$ cat config.mk
export PLATFORM = sky130hd
export DESIGN_NAME = rv_fetch_unit_flat
export DESIGN_NICKNAME = d
export VERILOG_FILES = /design/src/rtl/rv_pkg.sv /design/src/rtl/rv_fetch_unit_if.sv /design/src/rtl/rv_fetch_queue.sv /design/src/rtl/rv_fetch_unit.sv /design/src/flat_wrapper.sv
export SDC_FILE = /design/constraint.sdc
export NUM_CORES = 1
export LEC_CHECK = 0
export ABC_CLOCK_PERIOD_IN_PS = 4300
export BUFFER_PORTS_ARGS = -buffer_cell sky130_fd_sc_hd__buf_2
export CAP_MARGIN = 20
export CORE_ASPECT_RATIO = 0.8
export CORE_MARGIN = 5
export CORE_UTILIZATION = 40
export DETAILED_ROUTE_END_ITERATION = 7
export PLACE_DENSITY = 0.66
export SETUP_SLACK_MARGIN = 0.5
export SYNTH_ARGS = -nofsm -noshare
export SYNTH_HDL_FRONTEND = slang
export SYNTH_SLANG_ARGS = --single-unit
$ cat constraint.sdc
create_clock -name clk1 -period 4.3 [get_ports clk1]
set_input_delay 0.43 -clock clk1 [delete_from_list [all_inputs] [get_ports clk1]]
set_output_delay 0.43 -clock clk1 [all_outputs]
set_load 0.1 [all_outputs]
$ cat src/rtl/rv_pkg.sv
// rv_pkg: shared RV32I constants and the fetch entry bundle.
// Used by the fetch unit, its prefetch queue and decode.
package rv_pkg;

  localparam int XLEN   = 32;
  localparam int ADDR_W = 10;

  localparam logic [6:0] OPC_R = 7'b0110011;
  localparam logic [6:0] OPC_I = 7'b0010011;
  localparam logic [6:0] OPC_B = 7'b1100011;
  localparam logic [6:0] OPC_L = 7'b0000011;
  localparam logic [6:0] OPC_S = 7'b0100011;
  localparam logic [6:0] OPC_J = 7'b1101111;

  typedef struct packed {
    logic [ADDR_W-1:0] pc;
    logic [XLEN-1:0]   ir;
  } fetch_entry_t;

endpackage

$ cat src/rtl/rv_fetch_unit_if.sv
// rv_imem_if: fetch <-> imem read port (1-cycle latency).
// rv_dec_if: fetch -> decode valid/ready handshake.
interface rv_imem_if #(
  parameter int ADDR_W = 10,
  parameter int XLEN   = 32
);
  logic              imem_en;
  logic [ADDR_W-1:0] imem_addr;
  logic [XLEN-1:0]   imem_rdata;

  modport master (
    output imem_en, imem_addr,
    input  imem_rdata
  );
  modport slave (
    input  imem_en, imem_addr,
    output imem_rdata
  );
endinterface

interface rv_dec_if #(
  parameter int ADDR_W = 10,
  parameter int XLEN   = 32
);
  logic              if_valid;
  logic              if_ready;
  logic [XLEN-1:0]   if_ir;
  logic [ADDR_W-1:0] if_pc;
  logic [ADDR_W-1:0] if_npc;

  modport master (
    output if_valid, if_ir, if_pc, if_npc,
    input  if_ready
  );
  modport slave (
    input  if_valid, if_ir, if_pc, if_npc,
    output if_ready
  );
endinterface

$ cat src/rtl/rv_fetch_queue.sv
// rv_fetch_queue: DEPTH-entry synchronous FIFO of fetch entries.
// Flush empties it in one cycle; pointers wrap mod DEPTH.
module rv_fetch_queue
  import rv_pkg::*;
#(
  parameter int  DEPTH   = 4,
  parameter type entry_t = fetch_entry_t
) (
  input  logic                   clk1,
  input  logic                   i_rst,
  input  logic                   i_push,
  input  logic                   i_pop,
  input  logic                   i_flush,
  input  entry_t                 i_wdata,
  output entry_t                 o_rdata,
  output logic [$clog2(DEPTH):0] o_count,
  output logic                   o_empty
);
  localparam int PW = $clog2(DEPTH);

  entry_t          r_mem [DEPTH];
  logic [PW-1:0]   r_rd;
  logic [PW-1:0]   r_wr;
  logic [PW:0]     r_cnt;

  // Pointer/count update; storage written on push.
  always_ff @(posedge clk1) begin
    if (i_rst || i_flush) begin
      r_rd  <= '0;
      r_wr  <= '0;
      r_cnt <= '0;
    end else begin
      if (i_push) begin
        r_mem[r_wr] <= i_wdata;
        r_wr        <= r_wr + 1'b1;
      end
      if (i_pop) r_rd <= r_rd + 1'b1;
      r_cnt <= r_cnt + {{PW{1'b0}}, i_push}
                     - {{PW{1'b0}}, i_pop};
    end
  end

  assign o_rdata = r_mem[r_rd];
  assign o_count = r_cnt;
  assign o_empty = (r_cnt == '0);

endmodule

$ cat src/rtl/rv_fetch_unit.sv
// rv_fetch_unit: RV32I fetch stage with prefetch queue and redirect.
// Optional RV_FETCH_PERF_EN adds saturating fetch/squash counters.
module rv_fetch_unit
  import rv_pkg::*;
#(
  parameter int                XLEN     = 32,
  parameter int                ADDR_W   = 10,
  parameter int                DEPTH    = 4,
  parameter logic [ADDR_W-1:0] RESET_PC = '0
) (
  input  logic              clk1,
  input  logic              rst,
  input  logic              halted,
  input  logic              redirect_valid,
  input  logic [ADDR_W-1:0] redirect_pc,
  rv_imem_if.master         imem,
  rv_dec_if.master          dec
`ifdef RV_FETCH_PERF_EN
  ,
  output logic [31:0]       perf_fetched,
  output logic [31:0]       perf_squashed
`endif
);
  localparam int CW = $clog2(DEPTH) + 1;

  typedef struct packed {
    logic [ADDR_W-1:0] pc;
    logic [XLEN-1:0]   ir;
  } entry_t;

  logic [ADDR_W-1:0] r_pc;
  logic [ADDR_W-1:0] r_inflight_pc;
  logic              r_inflight;

  logic [CW-1:0]     w_cnt;
  logic [CW:0]       w_used;
  logic              w_empty;
  logic              w_issue;
  logic              w_push;
  logic              w_pop;
  logic              w_valid;
  entry_t            w_head;
  entry_t            w_wdata;

  assign w_used  = {1'b0, w_cnt} + {{CW{1'b0}}, r_inflight};
  assign w_issue = !rst && !halted && !redirect_valid
                && (w_used < (CW+1)'(DEPTH));
  assign w_push  = r_inflight && !redirect_valid && !rst;
  assign w_valid = !w_empty && !redirect_valid && !rst;
  assign w_pop   = w_valid && dec.if_ready;
  assign w_wdata = '{pc: r_inflight_pc, ir: imem.imem_rdata};

  assign imem.imem_en   = w_issue;
  assign imem.imem_addr = r_pc;

  assign dec.if_valid = w_valid;
  assign dec.if_ir    = w_head.ir;
  assign dec.if_pc    = w_head.pc;
  assign dec.if_npc   = w_head.pc + 1'b1;

  // PC and in-flight tracking; redirect drops the pending return.
  always_ff @(posedge clk1) begin
    if (rst) begin
      r_pc          <= RESET_PC;
      r_inflight    <= 1'b0;
      r_inflight_pc <= RESET_PC;
    end else if (redirect_valid) begin
      r_pc       <= redirect_pc;
      r_inflight <= 1'b0;
    end else begin
      r_inflight <= w_issue;
      if (w_issue) begin
        r_pc          <= r_pc + 1'b1;
        r_inflight_pc <= r_pc;
      end
    end
  end

  rv_fetch_queue #(
    .DEPTH   (DEPTH),
    .entry_t (entry_t)
  ) u_queue (
    .clk1    (clk1),
    .i_rst   (rst),
    .i_push  (w_push),
    .i_pop   (w_pop),
    .i_flush (redirect_valid),
    .i_wdata (w_wdata),
    .o_rdata (w_head),
    .o_count (w_cnt),
    .o_empty (w_empty)
  );

`ifdef RV_FETCH_PERF_EN
  logic [32:0] w_fetch_sum;
  logic [32:0] w_squash_sum;
  logic [CW:0] w_squash_inc;

  assign w_squash_inc = (redirect_valid && !rst) ? w_used : '0;
  assign w_fetch_sum  = {1'b0, perf_fetched} + 33'(w_push);
  assign w_squash_sum = {1'b0, perf_squashed} + 33'(w_squash_inc);

  // Saturating event counters.
  always_ff @(posedge clk1) begin
    if (rst) begin
      perf_fetched  <= '0;
      perf_squashed <= '0;
    end else begin
      perf_fetched  <= w_fetch_sum[32]  ? '1 : w_fetch_sum[31:0];
      perf_squashed <= w_squash_sum[32] ? '1 : w_squash_sum[31:0];
    end
  end
`endif

endmodule

$ cat src/flat_wrapper.sv
// flat-port wrapper written by rule: the top's interface ports become plain ports
module rv_fetch_unit_flat import rv_pkg::*;
#(
  parameter int                XLEN     = 32,
  parameter int                ADDR_W   = 10,
  parameter int                DEPTH    = 4,
  parameter logic [ADDR_W-1:0] RESET_PC = '0
)
  (clk1, rst, halted, redirect_valid, redirect_pc, imem_imem_en, imem_imem_addr, imem_imem_rdata, dec_if_valid, dec_if_ir, dec_if_pc, dec_if_npc, dec_if_ready);
  rv_imem_if #(.ADDR_W(ADDR_W), .XLEN(XLEN)) imem_i ();
  rv_dec_if #(.ADDR_W(ADDR_W), .XLEN(XLEN)) dec_i ();
  input  logic clk1;
  input  logic rst;
  input  logic halted;
  input  logic redirect_valid;
  input  logic [ADDR_W-1:0] redirect_pc;
  output wire logic [$bits(imem_i.imem_en)-1:0] imem_imem_en;
  output wire logic [$bits(imem_i.imem_addr)-1:0] imem_imem_addr;
  input wire logic [$bits(imem_i.imem_rdata)-1:0] imem_imem_rdata;
  output wire logic [$bits(dec_i.if_valid)-1:0] dec_if_valid;
  output wire logic [$bits(dec_i.if_ir)-1:0] dec_if_ir;
  output wire logic [$bits(dec_i.if_pc)-1:0] dec_if_pc;
  output wire logic [$bits(dec_i.if_npc)-1:0] dec_if_npc;
  input wire logic [$bits(dec_i.if_ready)-1:0] dec_if_ready;
  assign imem_imem_en = imem_i.imem_en;
  assign imem_imem_addr = imem_i.imem_addr;
  assign imem_i.imem_rdata = imem_imem_rdata;
  assign dec_if_valid = dec_i.if_valid;
  assign dec_if_ir = dec_i.if_ir;
  assign dec_if_pc = dec_i.if_pc;
  assign dec_if_npc = dec_i.if_npc;
  assign dec_i.if_ready = dec_if_ready;
  rv_fetch_unit #(.XLEN(XLEN), .ADDR_W(ADDR_W), .DEPTH(DEPTH), .RESET_PC(RESET_PC)) u_core (.clk1(clk1), .rst(rst), .halted(halted), .redirect_valid(redirect_valid), .redirect_pc(redirect_pc), .imem(imem_i), .dec(dec_i));
endmodule
==> reports/summary.log, run 1 <==
qor: cts.post_cts_buffers 0
qor: worst_hold_path.worstHoldPathType input port to register
qor: die.initial_core_util 40.63%
qor: critical_path.worst-path-buf-inv 1
qor: cts.cts.htree.levels 4
qor: yosys.post_synth.cell_area_avg 18.35 µm²
qor: sta.timing.final.crit_period 3.343 ns
qor: finish.ff_latch_area 5650 µm²
qor: cts.root_buffer clkbuf_16
qor: run_status.result_of_the_run complete, no violations
qor: critical_path.critPathMaxFanout 30
qor: yosys.synth_edf_count 168
qor: critical_path.cpPeakStageDelay 0.75 ns
qor: global_route.grt_start_max_net_pins 35
qor: route.via_per_inst 5.241
qor: die.placementRows 45
qor: yosys.yosysTopAreaCellShare 65.44%
qor: yosys.synthCells 420
qor: finish.multi_input_comb_area 1902 µm²
qor: sta.fin_skew 0.01412 ns
qor: critical_path.endpoint_class_of_the_critical_path output pin
qor: worst_hold_path.timing.hold.worst.start imem_imem_rdata[17]
qor: cts.cts_tree done
qor: sta.maxSlewViolCount 0
qor: placed_design.numPortBuffers 110
qor: cts.cts_hold_buffers 0
qor: finish.layout-area-overhead-vs-synth 19.15%
qor: worst_hold_path.hold_end u_core.u_queue.r_mem[3][17]
qor: finish.final_net_count 591
qor: route.first_iter_violations 171
qor: sta.worstMarginPinSlew 0.6627 ns
qor: pwr.power-per-cell-area 422.4 nW/µm²
qor: yosys.postSynthRegisterBits 198
qor: die.die_x 165.2 µm
qor: die.die_height 134.2 µm
qor: sta.timing.setup.tns 0 ns
qor: job.drv.max_cap_violation_count 0
qor: sta.hold_violations 0
qor: critical_path.worst-r2r-cell-count 8
qor: cts.latest_clock_arrival_within_the_worst_skew_pair 0.43 ns
qor: route.antenna_left 0
qor: yosys.synth_nets 477
qor: critical_path.worstReg2RegEnd u_core.u_queue.o_count[2]
qor: worst_hold_path.timing.hold.worst_path_depth 1
qor: global_route.grt_antenna_before_repair 2
qor: critical_path.crit_path_cell_trace mux4_2 > nand3_1 > nor4_2 > xor2_1 > buf_2
qor: sta.max-slew-margin-rel 55.82%
qor: yosys.synthesis.yosys.warnings 0
qor: cts.tritoncts.num_buffers 17
qor: sta.min_period_over_period 77.74%
qor: placed_design.hpwl 10430 µm
qor: sta.rsz0062_at_grt no
qor: placed_design.gp_congestion 0.8209
qor: route.via_count 4219
qor: sta.setup-violations-final 0
qor: yosys.synth_flop_cell edfxtp_1
qor: placed_design.dpl_cell_area 8577 µm²
qor: route.routedWlPerCell 19.40 µm
qor: critical_path.critical_path_required 3.87 ns
qor: critical_path.start_kind register
qor: yosys.netlist-cell-type-count 40
qor: die.core-area 18970 µm²
qor: placed_design.dp_worst_setup_slack 1.338 ns
qor: pwr.vdd.ir_drop.worst 0.0002476 V
qor: sta.postLayoutSetupSlackWorst 0.9570 ns
qor: yosys.yosys.cell_count.top_type edfxtp_1
qor: yosys.asyncSetResetFlopFracSynth 0%
qor: route.postRouteWirelength 15620 µm
qor: critical_path.timing.rr.start u_core.u_queue.o_count[1]
qor: yosys.netlist.top_cell.by_area edfxtp_1
qor: finish.final_cell_area 9185 µm²
qor: finish.n_antenna_cell 0
qor: global_route.first_pass_grt_wire_length 24040 µm
qor: die.num_io_pins 111
qor: yosys.synth_commonest_cells edfxtp_1 (168), mux4_2 (42), dfxtp_1 (30)
qor: pwr.leakage 3.167 nW
qor: sta.timing.fmax 299.1 MHz
qor: cts.clock_path_buffers 2
qor: finish.final_layout_size_suffix_gt1_share 36.38%
qor: cts.path_clk_slew 0.07 ns
qor: global_route.via_count_of_the_first_global_routing_pass 4296
qor: cts.cts.repair.resized 0
qor: critical_path.crit_type register to output pin
qor: critical_path.critical-path-slowest-cell dfxtp_4
qor: critical_path.r2r_slack 2.14 ns
qor: global_route.gr-usage-all-layers 14.62%
qor: die.floorplan.die_area 22160 µm²
qor: route.firstDrtPassIters 5
qor: global_route.globalRoute.totalOverflow 0
qor: finish.final.fill_count 1627
qor: cts.clock_sink_count 198
qor: yosys.syn-cell-area 7709 µm²
qor: yosys.synthTopCellsByArea edfxtp_1 (65%), mux4_2 (12%), dfxtp_1 (7.8%), ha_1 (1.5%), nand3_1 (1.0%)
qor: critical_path.worst-endpoint-arrival 2.91 ns
qor: yosys.seq_area_frac_synth 73.23%
qor: finish.final_core_util 48.41%
qor: critical_path.timing.critical_path.max_delay_family flip-flops
qor: route.remaining_drc_errors 0
## cell usage in the layout, fill, tap and decap left out, types with 2 or more instances in the layout
master      count
a21oi_1        11
a221oi_1        2
a311oi_1        6
a31oi_1         2
and2_1          4
and3_2          4
buf_12          4
buf_2         110
buf_4           3
bufinv_16       2
clkbuf_16      17
clkinvlp_4      2
dfxtp_1        28
edfxtp_1      168
ha_1            9
inv_1          13
inv_6           5
inv_8           3
mux4_2         42
nand2_1        11
nand3_1        16
nand4_1         4
nor2_1         19
nor3_1          3
o21ai_0        13
o31a_1          2
o31ai_1         5
or3_1           3
or4_1           6
xnor2_1         5
xor2_1          7
## metrics by stage
stage               std cells  hold WS [ns]  power [W]
finish                    805        0.2160   0.003880
global route              805        0.1898   0.004017
detailed placement        773        0.4951   0.002315
CTS                       805        0.1866   0.003919
global placement          769        0.4729   0.002308
floorplan                 420        0.4538   0.002257
## power breakdown
group          internal, W  switching [W]  total (W)
logic            0.0000381       0.000130   0.000168
clock network     0.000883       0.000725    0.00161
registers          0.00209      0.0000170    0.00210
total              0.00301       0.000873    0.00388
## metal layers
layer | share of wire (%) | global-route usage (%) | up-vias
met2 | 48 | 22.98 | 124
met4 | 1.4 | 4.157 | 4
met3 | 6.4 | 4.762 | 24
li1 | - | - | 1923
met5 | 0.17 | 0 | -
met1 | 44 | 19.62 | 2144
## sequential cells by signal (all words and copies together), names as in the netlist, named ones only
name,cells
u_core.u_queue.r_mem,168
u_core.imem.imem_addr,10
u_core.r_inflight_pc,10
u_core.u_queue.o_count,3
u_core.u_queue.r_rd,2
u_core.u_queue.r_wr,2
u_core.r_inflight,1
## cell families (layout without fill, tap and decap cells)
| family | Yosys count | count (layout) | synth area share, % |
|---|---|---|---|
| AO/OA/AOI/OAI | 45 | 45 | 3.847 |
| multiplexers | 43 | 43 | 12.40 |
| buffers and inverters | 35 | 162 | 2.159 |
| AND/OR/NAND/NOR | 77 | 77 | 5.275 |
| XOR/XNOR | 12 | 12 | 1.363 |
| flip-flops | 198 | 198 | 73.23 |
| adder cells (fa/ha/maj) | 10 | 10 | 1.721 |
## worst max path at each step
stage          startpoint       endpoint  slack (ns)  cells past startpoint
2_1_floorplan    register  dec_if_npc[8]        0.56                      6
3_3_place_gp     register  dec_if_npc[9]        1.34                      5
3_5_place_dp     register  dec_if_npc[9]        1.34                      5
4_1_cts          register  dec_if_npc[9]        0.86                      5
5_1_grt          register  dec_if_npc[9]        0.73                      5
6_report         register  dec_if_npc[9]        0.96                      5
## area by class of cell
| type | count | area share, % |
|---|---|---|
| well taps | 258 | 3.515 |
| inverters | 13 | 0.5313 |
| flip-flops and latches | 198 | 61.52 |
| multi-input cells | 187 | 20.71 |
| clock inverters | 15 | 1.989 |
| repair buffers | 117 | 7.111 |
| clock buffers | 17 | 4.632 |
## worst reg2reg max path, stage by stage, from the launching register on
cell and delay, ns:
dfxtp_1 0.35, or3_1 0.41, and3_1 0.23, ha_1 0.28
inv_1 0.04, ha_1 0.18, fa_1 0.37, xor2_1 0.15
nor2_1 0.05
(Power assumes the default switching activity.)
==> run 2: changes to the inputs <==
--- a/config.mk
+++ b/config.mk
@@ -5,7 +5,7 @@
 export SDC_FILE = /design/constraint.sdc
 export NUM_CORES = 1
 export LEC_CHECK = 0
-export ABC_CLOCK_PERIOD_IN_PS = 4300
+export ABC_CLOCK_PERIOD_IN_PS = 3300
 export BUFFER_PORTS_ARGS = -buffer_cell sky130_fd_sc_hd__buf_2
 export CAP_MARGIN = 20
 export CORE_ASPECT_RATIO = 0.8
==> constraint.sdc (replaced) <==
create_clock -name clk1 -period 3.3 [get_ports clk1]
set_input_delay 0.33 -clock clk1 [delete_from_list [all_inputs] [get_ports clk1]]
set_output_delay 0.33 -clock clk1 [all_outputs]
set_load 0.1 [all_outputs]
==> reports/summary.log, run 2 (same netlist as run 1, synthesis figures left out) <==
qor: critical_path.r2r_slack 1.06 ns [-1.08 ns]
qor: cts.clock_sink_count 198 [unchanged]
qor: critical_path.timing.rr.start u_core.u_queue.o_count[1]
qor: finish.n_antenna_cell 0 [unchanged]
qor: critical_path.critical_path_depth 6 [+1]
qor: critical_path.start_kind register
qor: sta.timing.fmax 374.0 MHz
qor: sta.rsz0062_at_grt no
qor: critical_path.critPathMaxFanout 8 [-73%]
qor: global_route.first_pass_grt_wire_length 23380 µm [-2.8%]
qor: critical_path.crit_type register to output pin
qor: cts.tritoncts.num_buffers 17 [unchanged]
qor: die.placementRows 45 [unchanged]
qor: die.initial_core_util 40.63% [unchanged]
qor: worst_hold_path.worstHoldPathType input port to register
qor: critical_path.worstReg2RegEnd u_core.u_queue.o_count[2]
qor: critical_path.critical_path_required 2.97 ns [-0.90 ns]
qor: die.die_x 165.2 µm [unchanged]
qor: sta.setup-violations-final 0 [unchanged]
qor: route.first_iter_violations 336 [+96%]
qor: finish.layout_common_cells edfxtp_1 (168), buf_2 (105), mux4_2 (42)
qor: sta.fin_skew 0.01422 ns [+0.0001069 ns]
qor: route.via_per_inst 5.261 [+0.39%]
qor: placed_design.placed_cell_count 778 [+0.65%]
qor: global_route.globalRoute.totalOverflow 0 [unchanged]
qor: finish.final_net_count 599 [+1.4%]
qor: die.core-area 18970 µm² [unchanged]
qor: route.firstDrtPassIters 5 [unchanged]
qor: pwr.leakage 3.220 nW [+1.7%]
qor: critical_path.worst-path-buf-inv 2 [+1]
qor: cts.cts_hold_buffers 0 [unchanged]
qor: placed_design.numPortBuffers 110 [unchanged]
qor: critical_path.worst-endpoint-arrival 2.34 ns [-0.57 ns]
qor: die.floorplan.die_area 22160 µm² [unchanged]
qor: route.routedWlPerCell 18.44 µm [-5.0%]
qor: cts.cts_tree done
qor: route.postRouteWirelength 14950 µm [-4.3%]
qor: finish.final_layout_size_suffix_gt1_share 38.88% [+2.5 points]
qor: cts.latest_clock_arrival_within_the_worst_skew_pair 0.43 ns [about the same]
qor: critical_path.setup_crit_end dec_if_npc[9]
qor: job.drv.max_cap_violation_count 0 [unchanged]
qor: run_status.result_of_the_run complete, no violations
qor: global_route.gr-usage-all-layers 13.82% [-0.80 points]
qor: critical_path.timing.critical_path.max_delay_family simple AND/OR/NAND/NOR gates
qor: sta.timing.final.crit_period 2.674 ns
qor: finish.stdcell_count 811 [+0.75%]
qor: finish.largest_register_ff_count 168 [unchanged]
qor: finish.final_core_util 49.13% [+0.72 points]
qor: cts.path_clk_slew 0.07 ns [about the same]
qor: sta.hold_violations 0 [unchanged]
qor: pwr.vdd.ir_drop.worst 0.0002870 V [+16%]
qor: critical_path.cpPeakStageDelay 0.44 ns [-0.31 ns]
qor: critical_path.critical-path-slowest-cell mux4_2
qor: cts.root_buffer clkbuf_16
qor: cts.clock_path_buffers 2 [unchanged]
qor: global_route.grt_antenna_before_repair 0 [-2]
qor: placed_design.gp_congestion 0.8046 [-2.0%]
qor: global_route.grt_start_max_net_pins 32 [-8.6%]
qor: sta.maxSlewViolCount 0 [unchanged]
qor: critical_path.worst-r2r-cell-count 8 [unchanged]
qor: sta.max-slew-margin-rel 57.69% [+1.9 points]
qor: die.num_io_pins 111 [unchanged]
qor: die.die_height 134.2 µm [unchanged]
qor: sta.worstMarginPinSlew 0.6323 ns [-0.03043 ns]
qor: pwr.totalPowerFinal 0.004913 W [+27%]
qor: sta.timing.setup.tns 0 ns [unchanged]
qor: route.remaining_drc_errors 0 [unchanged]
qor: critical_path.endpoint_class_of_the_critical_path output pin
qor: finish.layout-area-overhead-vs-synth 20.92%
qor: finish.layout_commonest_cell edfxtp_1
qor: placed_design.hpwl 10010 µm [-4.0%]
qor: sta.final.hold.worst_slack 0.1165 ns [-0.09950 ns]
qor: global_route.via_count_of_the_first_global_routing_pass 4333 [+0.86%]
qor: critical_path.crit_path_cell_trace buf_4 > mux4_2 > nand2_2 > nor4_4 > xor2_4 > buf_12
qor: cts.cts.htree.levels 4 [unchanged]
qor: route.via_count 4267 [+1.1%]
qor: pwr.power-per-cell-area 527.1 nW/µm² [+25%]
qor: finish.largest_register u_core.u_queue.r_mem
qor: route.antenna_left 0 [unchanged]
qor: sta.min_period_over_period 81.03%
## run 2: cell types whose count changed in the layout (fill, tap and decap cells not counted), sizes merged
| cell | before | now |
|---|---|---|
| buf | 117 | 125 |
| clkinv | 3 | 6 |
| clkinvlp | 2 | 3 |
| inv | 21 | 15 |
## run 2: stage by stage
| stage | worst slack, ns | area (µm²) |
|---|---|---|
| floorplan | -0.07475 | 7836 |
| global placement | 0.8882 | 8707 |
| detailed placement | 0.7884 | 8707 |
| CTS | 0.4983 | 9275 |
| global route | 0.5214 | 9321 |
| finish | 0.6262 | 9321 |
## run 2: routing by layer
metal,vias up,share of wire [%],global-route usage [%]
li1,1934,-,-
met1,2161,44,18.87
met2,159,48,21.69
met3,13,7.2,4.332
met4,0,1.1,3.557
met5,-,0,0
## run 2: where the power goes
group,internal (W),leakage (nW),switching (W)
clock,0.00110,0.269,0.000848
sequential,0.00272,1.80,0.0000217
combinational,0.0000500,1.15,0.000170
## run 2: timing repair
action | CTS | global route
pin swaps | 0 | 0
hold endpoints to repair | 0 | 0
gates resized for setup | 4 | 3
setup buffers | 0 | 3
endpoints found under the setup margin | 4 | 5
## run 2: area by class of cell
type | count | area (µm²)
Clock buffer | 17 | 425.4
Clock inverter | 13 | 132.6
Fill cell | 1603 | 9653
Inverter | 13 | 48.80
Multi-Input combinational cell | 187 | 2034
Sequential cell | 198 | 5653
Tap cell | 258 | 322.8
Timing Repair Buffer | 125 | 704.4
## run 2: worst min-delay path by stage
stage / end / cells past startpoint / startpoint / slack [ns]
floorplan: u_core.u_queue.r_mem[0][0] / 0 / imem_imem_rdata[0] / 0.43
global placement: u_core.u_queue.r_mem[2][35] / 0 / u_core.r_inflight_pc[3] / 0.48
detailed placement: u_core.u_queue.r_mem[2][35] / 0 / u_core.r_inflight_pc[3] / 0.49
CTS: u_core.u_queue.r_mem[2][14] / 1 / imem_imem_rdata[14] / 0.1
global route: u_core.u_queue.r_mem[1][21] / 1 / imem_imem_rdata[21] / 0.1
finish: u_core.u_queue.r_mem[3][14] / 1 / imem_imem_rdata[14] / 0.12
==> run 3: changes to the inputs <==
--- a/config.mk
+++ b/config.mk
@@ -5,7 +5,8 @@
 export SDC_FILE = /design/constraint.sdc
 export NUM_CORES = 1
 export LEC_CHECK = 0
-export ABC_CLOCK_PERIOD_IN_PS = 3300
+export ABC_AREA = 1
+export ABC_CLOCK_PERIOD_IN_PS = 2700
 export BUFFER_PORTS_ARGS = -buffer_cell sky130_fd_sc_hd__buf_2
 export CAP_MARGIN = 20
 export CORE_ASPECT_RATIO = 0.8
==> constraint.sdc (replaced) <==
create_clock -name clk1 -period 2.7 [get_ports clk1]
set_input_delay 0.27 -clock clk1 [delete_from_list [all_inputs] [get_ports clk1]]
set_output_delay 0.27 -clock clk1 [all_outputs]
set_load 0.1 [all_outputs]
==> reports/summary.log, run 3 <==
qor: run_status.result_of_the_run complete, no violations
qor: global_route.grt_antenna_before_repair 0 [unchanged]
qor: sta.worstMarginPinSlew 0.5217 ns [-0.1106 ns]
qor: global_route.grt_start_max_net_pins 43 [+34%]
qor: finish.multi_input_comb_area 2794 µm² [+37%]
qor: die.floorplan.die_area 23440 µm² [+5.7%]
qor: route.antenna_left 0 [unchanged]
qor: pwr.power.share.sequential 54.4% [-1.4 points]
qor: placed_design.numPortBuffers 110 [unchanged]
qor: route.via_per_inst 5.016 [-4.7%]
qor: critical_path.worst-r2r-cell-count 8 [unchanged]
qor: pwr.leakage 4.306 nW [+34%]
qor: pwr.power.share.clock 39.1% [-0.6 points]
qor: placed_design.gp_congestion 0.8082 [+0.45%]
qor: critical_path.critPathMaxFanout 8 [unchanged]
qor: route.firstDrtPassIters 5 [unchanged]
qor: pwr.p_int 0.004781 W [+23%]
qor: placed_design.hpwl 11050 µm [+10%]
qor: die.num_io_pins 111 [unchanged]
qor: pwr.swShare 22.39% [+1.2 points]
qor: finish.n_antenna_cell 0 [unchanged]
qor: finish.largest_register u_core.u_queue.r_mem
qor: cts.path_clk_slew 0.07 ns [about the same]
qor: yosys.seq_area_frac_synth 68.99% [-4.2 points]
qor: pwr.totalPowerFinal 0.006160 W [+25%]
qor: yosys.post_synth.cell_area_avg 11.40 µm² [-38%]
qor: yosys.synth_nets 775 [+62%]
qor: sta.postLayoutSetupSlackWorst 0.3305 ns [-0.2956 ns]
qor: die.core-area 19970 µm² [+5.3%]
qor: placed_design.dp_worst_setup_slack 0.4642 ns [-0.3242 ns]
qor: worst_hold_path.timing.hold.worst_path_depth 1 [unchanged]
qor: critical_path.worstReg2RegEnd u_core.u_queue.o_count[2]
qor: pwr.vdd.ir_drop.worst 0.0004194 V [+46%]
qor: route.routed-wl-met2 9202 µm [+29%]
qor: route.routedWlPerCell 16.80 µm [-8.9%]
qor: yosys.yosysTopAreaCellShare 61.65% [-3.8 points]
qor: die.die_height 137.9 µm [+2.8%]
qor: route.wl_met3 1091 µm [+1.1%]
qor: finish.layout_commonest_cell edfxtp_1
qor: yosys.yosys.cell_count.top_type edfxtp_1
qor: global_route.via_count_of_the_first_global_routing_pass 5499 [+27%]
qor: route.postRouteWirelength 19130 µm [+28%]
qor: cts.latest_clock_arrival_within_the_worst_skew_pair 0.43 ns [about the same]
qor: sta.fin_skew 0.01173 ns [-0.002499 ns]
qor: finish.layout-area-overhead-vs-synth 39.13%
qor: critical_path.crit_type register to output pin
qor: sta.maxSlewViolCount 0 [unchanged]
qor: route.first_iter_violations 407 [+21%]
qor: cts.clock_sink_count 198 [unchanged]
qor: global_route.globalRoute.totalOverflow 0 [unchanged]
qor: sta.timing.fmax 422.0 MHz
qor: yosys.syn-cell-area 8183 µm² [+6.2%]
qor: cts.root_buffer clkbuf_16
qor: pwr.power-per-cell-area 541.1 nW/µm² [+2.7%]
qor: route.via_count 5713 [+34%]
qor: global_route.first_pass_grt_wire_length 29170 µm [+25%]
qor: sta.max-slew-margin-rel 65.13% [+7.4 points]
qor: yosys.synthCells 718 [+71%]
qor: sta.timing.final.crit_period 2.369 ns
qor: cts.cts.htree.levels 4 [unchanged]
qor: finish.final_cell_area 11380 µm² [+22%]
qor: sta.rsz0062_at_grt yes
qor: route.wirelength_met1 8737 µm [+33%]
qor: critical_path.start_kind register
qor: die.placementRows 46 [+2.2%]
qor: global_route.gr-usage-all-layers 16.05% [+2.2 points]
qor: yosys.synth_edf_count 168 [unchanged]
qor: sta.min_period_over_period 87.76%
qor: job.drv.max_cap_violation_count 0 [unchanged]
qor: critical_path.critical_path_required 2.43 ns [-0.54 ns]
qor: critical_path.setup_crit_end dec_if_npc[6]
qor: yosys.synthTopCellsByArea edfxtp_1 (62%), dfxtp_1 (7.3%), nand2_1 (6.2%), o21ai_0 (4.5%), nor2_1 (4.4%)
qor: yosys.synthesis.yosys.warnings 0 [unchanged]
qor: pwr.netSwitchingPower 0.001379 W [+33%]
qor: cts.clock_path_buffers 2 [unchanged]
qor: yosys.synth_commonest_cells edfxtp_1 (168), nand2_1 (136), nor2_1 (95)
qor: yosys.netlist.top_cell.by_area edfxtp_1
qor: cts.cts_tree done
qor: finish.final.fill_count 1616 [+0.81%]
qor: critical_path.r2r_slack 0.79 ns [-0.27 ns]
qor: pwr.share_comb_of_total_power 6.6% [+2.1 points]
qor: route.remaining_drc_errors 0 [unchanged]
qor: route.highest-signal-layer met4
qor: yosys.postSynthRegisterBits 198 [unchanged]
qor: die.die_x 169.9 µm [+2.8%]
qor: yosys.synth_flop_cell edfxtp_1
qor: sta.setup-violations-final 0 [unchanged]
qor: finish.final_layout_size_suffix_gt1_share 35.54% [-3.3 points]
qor: sta.hold_violations 0 [unchanged]
qor: sta.timing.setup.tns 0 ns [unchanged]
qor: critical_path.worst-endpoint-arrival 2.10 ns [-0.24 ns]
qor: finish.largest_register_ff_count 168 [unchanged]
qor: critical_path.endpoint_class_of_the_critical_path output pin
qor: die.initial_core_util 40.97% [+0.35 points]
qor: worst_hold_path.worstHoldPathType input port to register
qor: placed_design.dpl_cell_area 9684 µm² [+11%]
qor: finish.final_net_count 919 [+53%]
qor: yosys.netlist-cell-type-count 35 [-13%]
qor: finish.layout_common_cells edfxtp_1 (168), nand2_1 (108), nor2_1 (87)
qor: critical_path.timing.rr.start u_core.u_queue.o_count[1]
qor: cts.tritoncts.num_buffers 17 [unchanged]
qor: finish.ff_latch_area 5653 µm² [unchanged]
qor: yosys.asyncSetResetFlopFracSynth 0% [unchanged]
## run 3: cell count changes in the layout (fill, tap and decap cells not counted), sizes merged, moves of 17 or more
cell / delta
buf: +25
o22ai: +32
nand3: +17
nand2: +138
mux4: -42
inv: +34
o21ai: +61
nor2: +79
## run 3: cell type report
type,instances,area share [%]
Sequential cell,198,49.65
Timing Repair Buffer,157,16.07
Inverter,45,1.846
Clock inverter,9,0.8023
Tap cell,264,2.901
Timing Repair inverter,1,0.07693
Multi-Input combinational cell,442,24.54
Clock buffer,23,4.110
## run 3: kinds of logic (layout without fill, tap and decap cells)
kind of cell | after synthesis | in the layout | synth area share [%]
buf+inv | 78 | 235 | 4.526
xor+xnor | 6 | 6 | 0.6422
flops | 198 | 198 | 68.99
simple gates | 290 | 290 | 14.98
fa+ha+maj | 10 | 10 | 1.621
compound gates | 136 | 136 | 9.235
## run 3: timing repair
action	4_1_cts	5_1_grt
resized for setup	120	108
pin swaps	22	35
setup endpoints to repair	47	43
cloned	5	5
hold buffers	0	0
setup buffers	15	7
## run 3: worst min-delay path by stage
stage | end | from | slack (ns)
after CTS | u_core.u_queue.r_mem[2][22] | imem_imem_rdata[22] | 0.03
final | u_core.u_queue.r_mem[3][5] | imem_imem_rdata[5] | 0.05
after floorplan | u_core.u_queue.r_mem[0][0] | imem_imem_rdata[0] | 0.37
after detailed placement | register | u_core.u_queue.r_rd[1] | 0.47
after global routing | u_core.u_queue.r_mem[0][0] | imem_imem_rdata[0] | 0.03
after global placement | u_core.u_queue.r_rd[0] | u_core.u_queue.r_rd[0] | 0.46
## run 3: critical path, stage by stage (launching register included)
cell	delay (ns)
dfxtp_4	0.44
buf_12	0.16
nand2_2	0.06
nand2_2	0.08
nand2_4	0.07
nand2_8	0.07
ha_4	0.15
inv_4	0.04
nor2_4	0.14
nand3_4	0.11
xor2_4	0.17
buf_12	0.19
## run 3: stage by stage
step,instances,hold WS (ns),util (%)
2_1_floorplan,718,0.3689,-
3_3_place_gp,1075,0.4585,48.49
3_5_place_dp,1075,0.4660,48.49
4_1_cts,1127,0.03241,54.52
5_1_grt,1139,0.03423,57.00
6_report,1139,0.05492,57.00
## run 3: per-layer routing
layer	vias to the layer above	GRT usage [%]
met4	0	3.636
met2	144	26.18
li1	2800	-
met5	-	0
met3	6	4.075
met1	2763	21.91
## run 3: power groups by stage
stage          registers, W  clock network [W]  logic [W]
3_5_place_dp        0.00342                  0   0.000371
4_1_cts             0.00335            0.00246   0.000390
6_report            0.00335            0.00241   0.000404
5_1_grt             0.00335            0.00261   0.000429
2_1_floorplan       0.00348                  0   0.000199
3_3_place_gp        0.00342                  0   0.000368
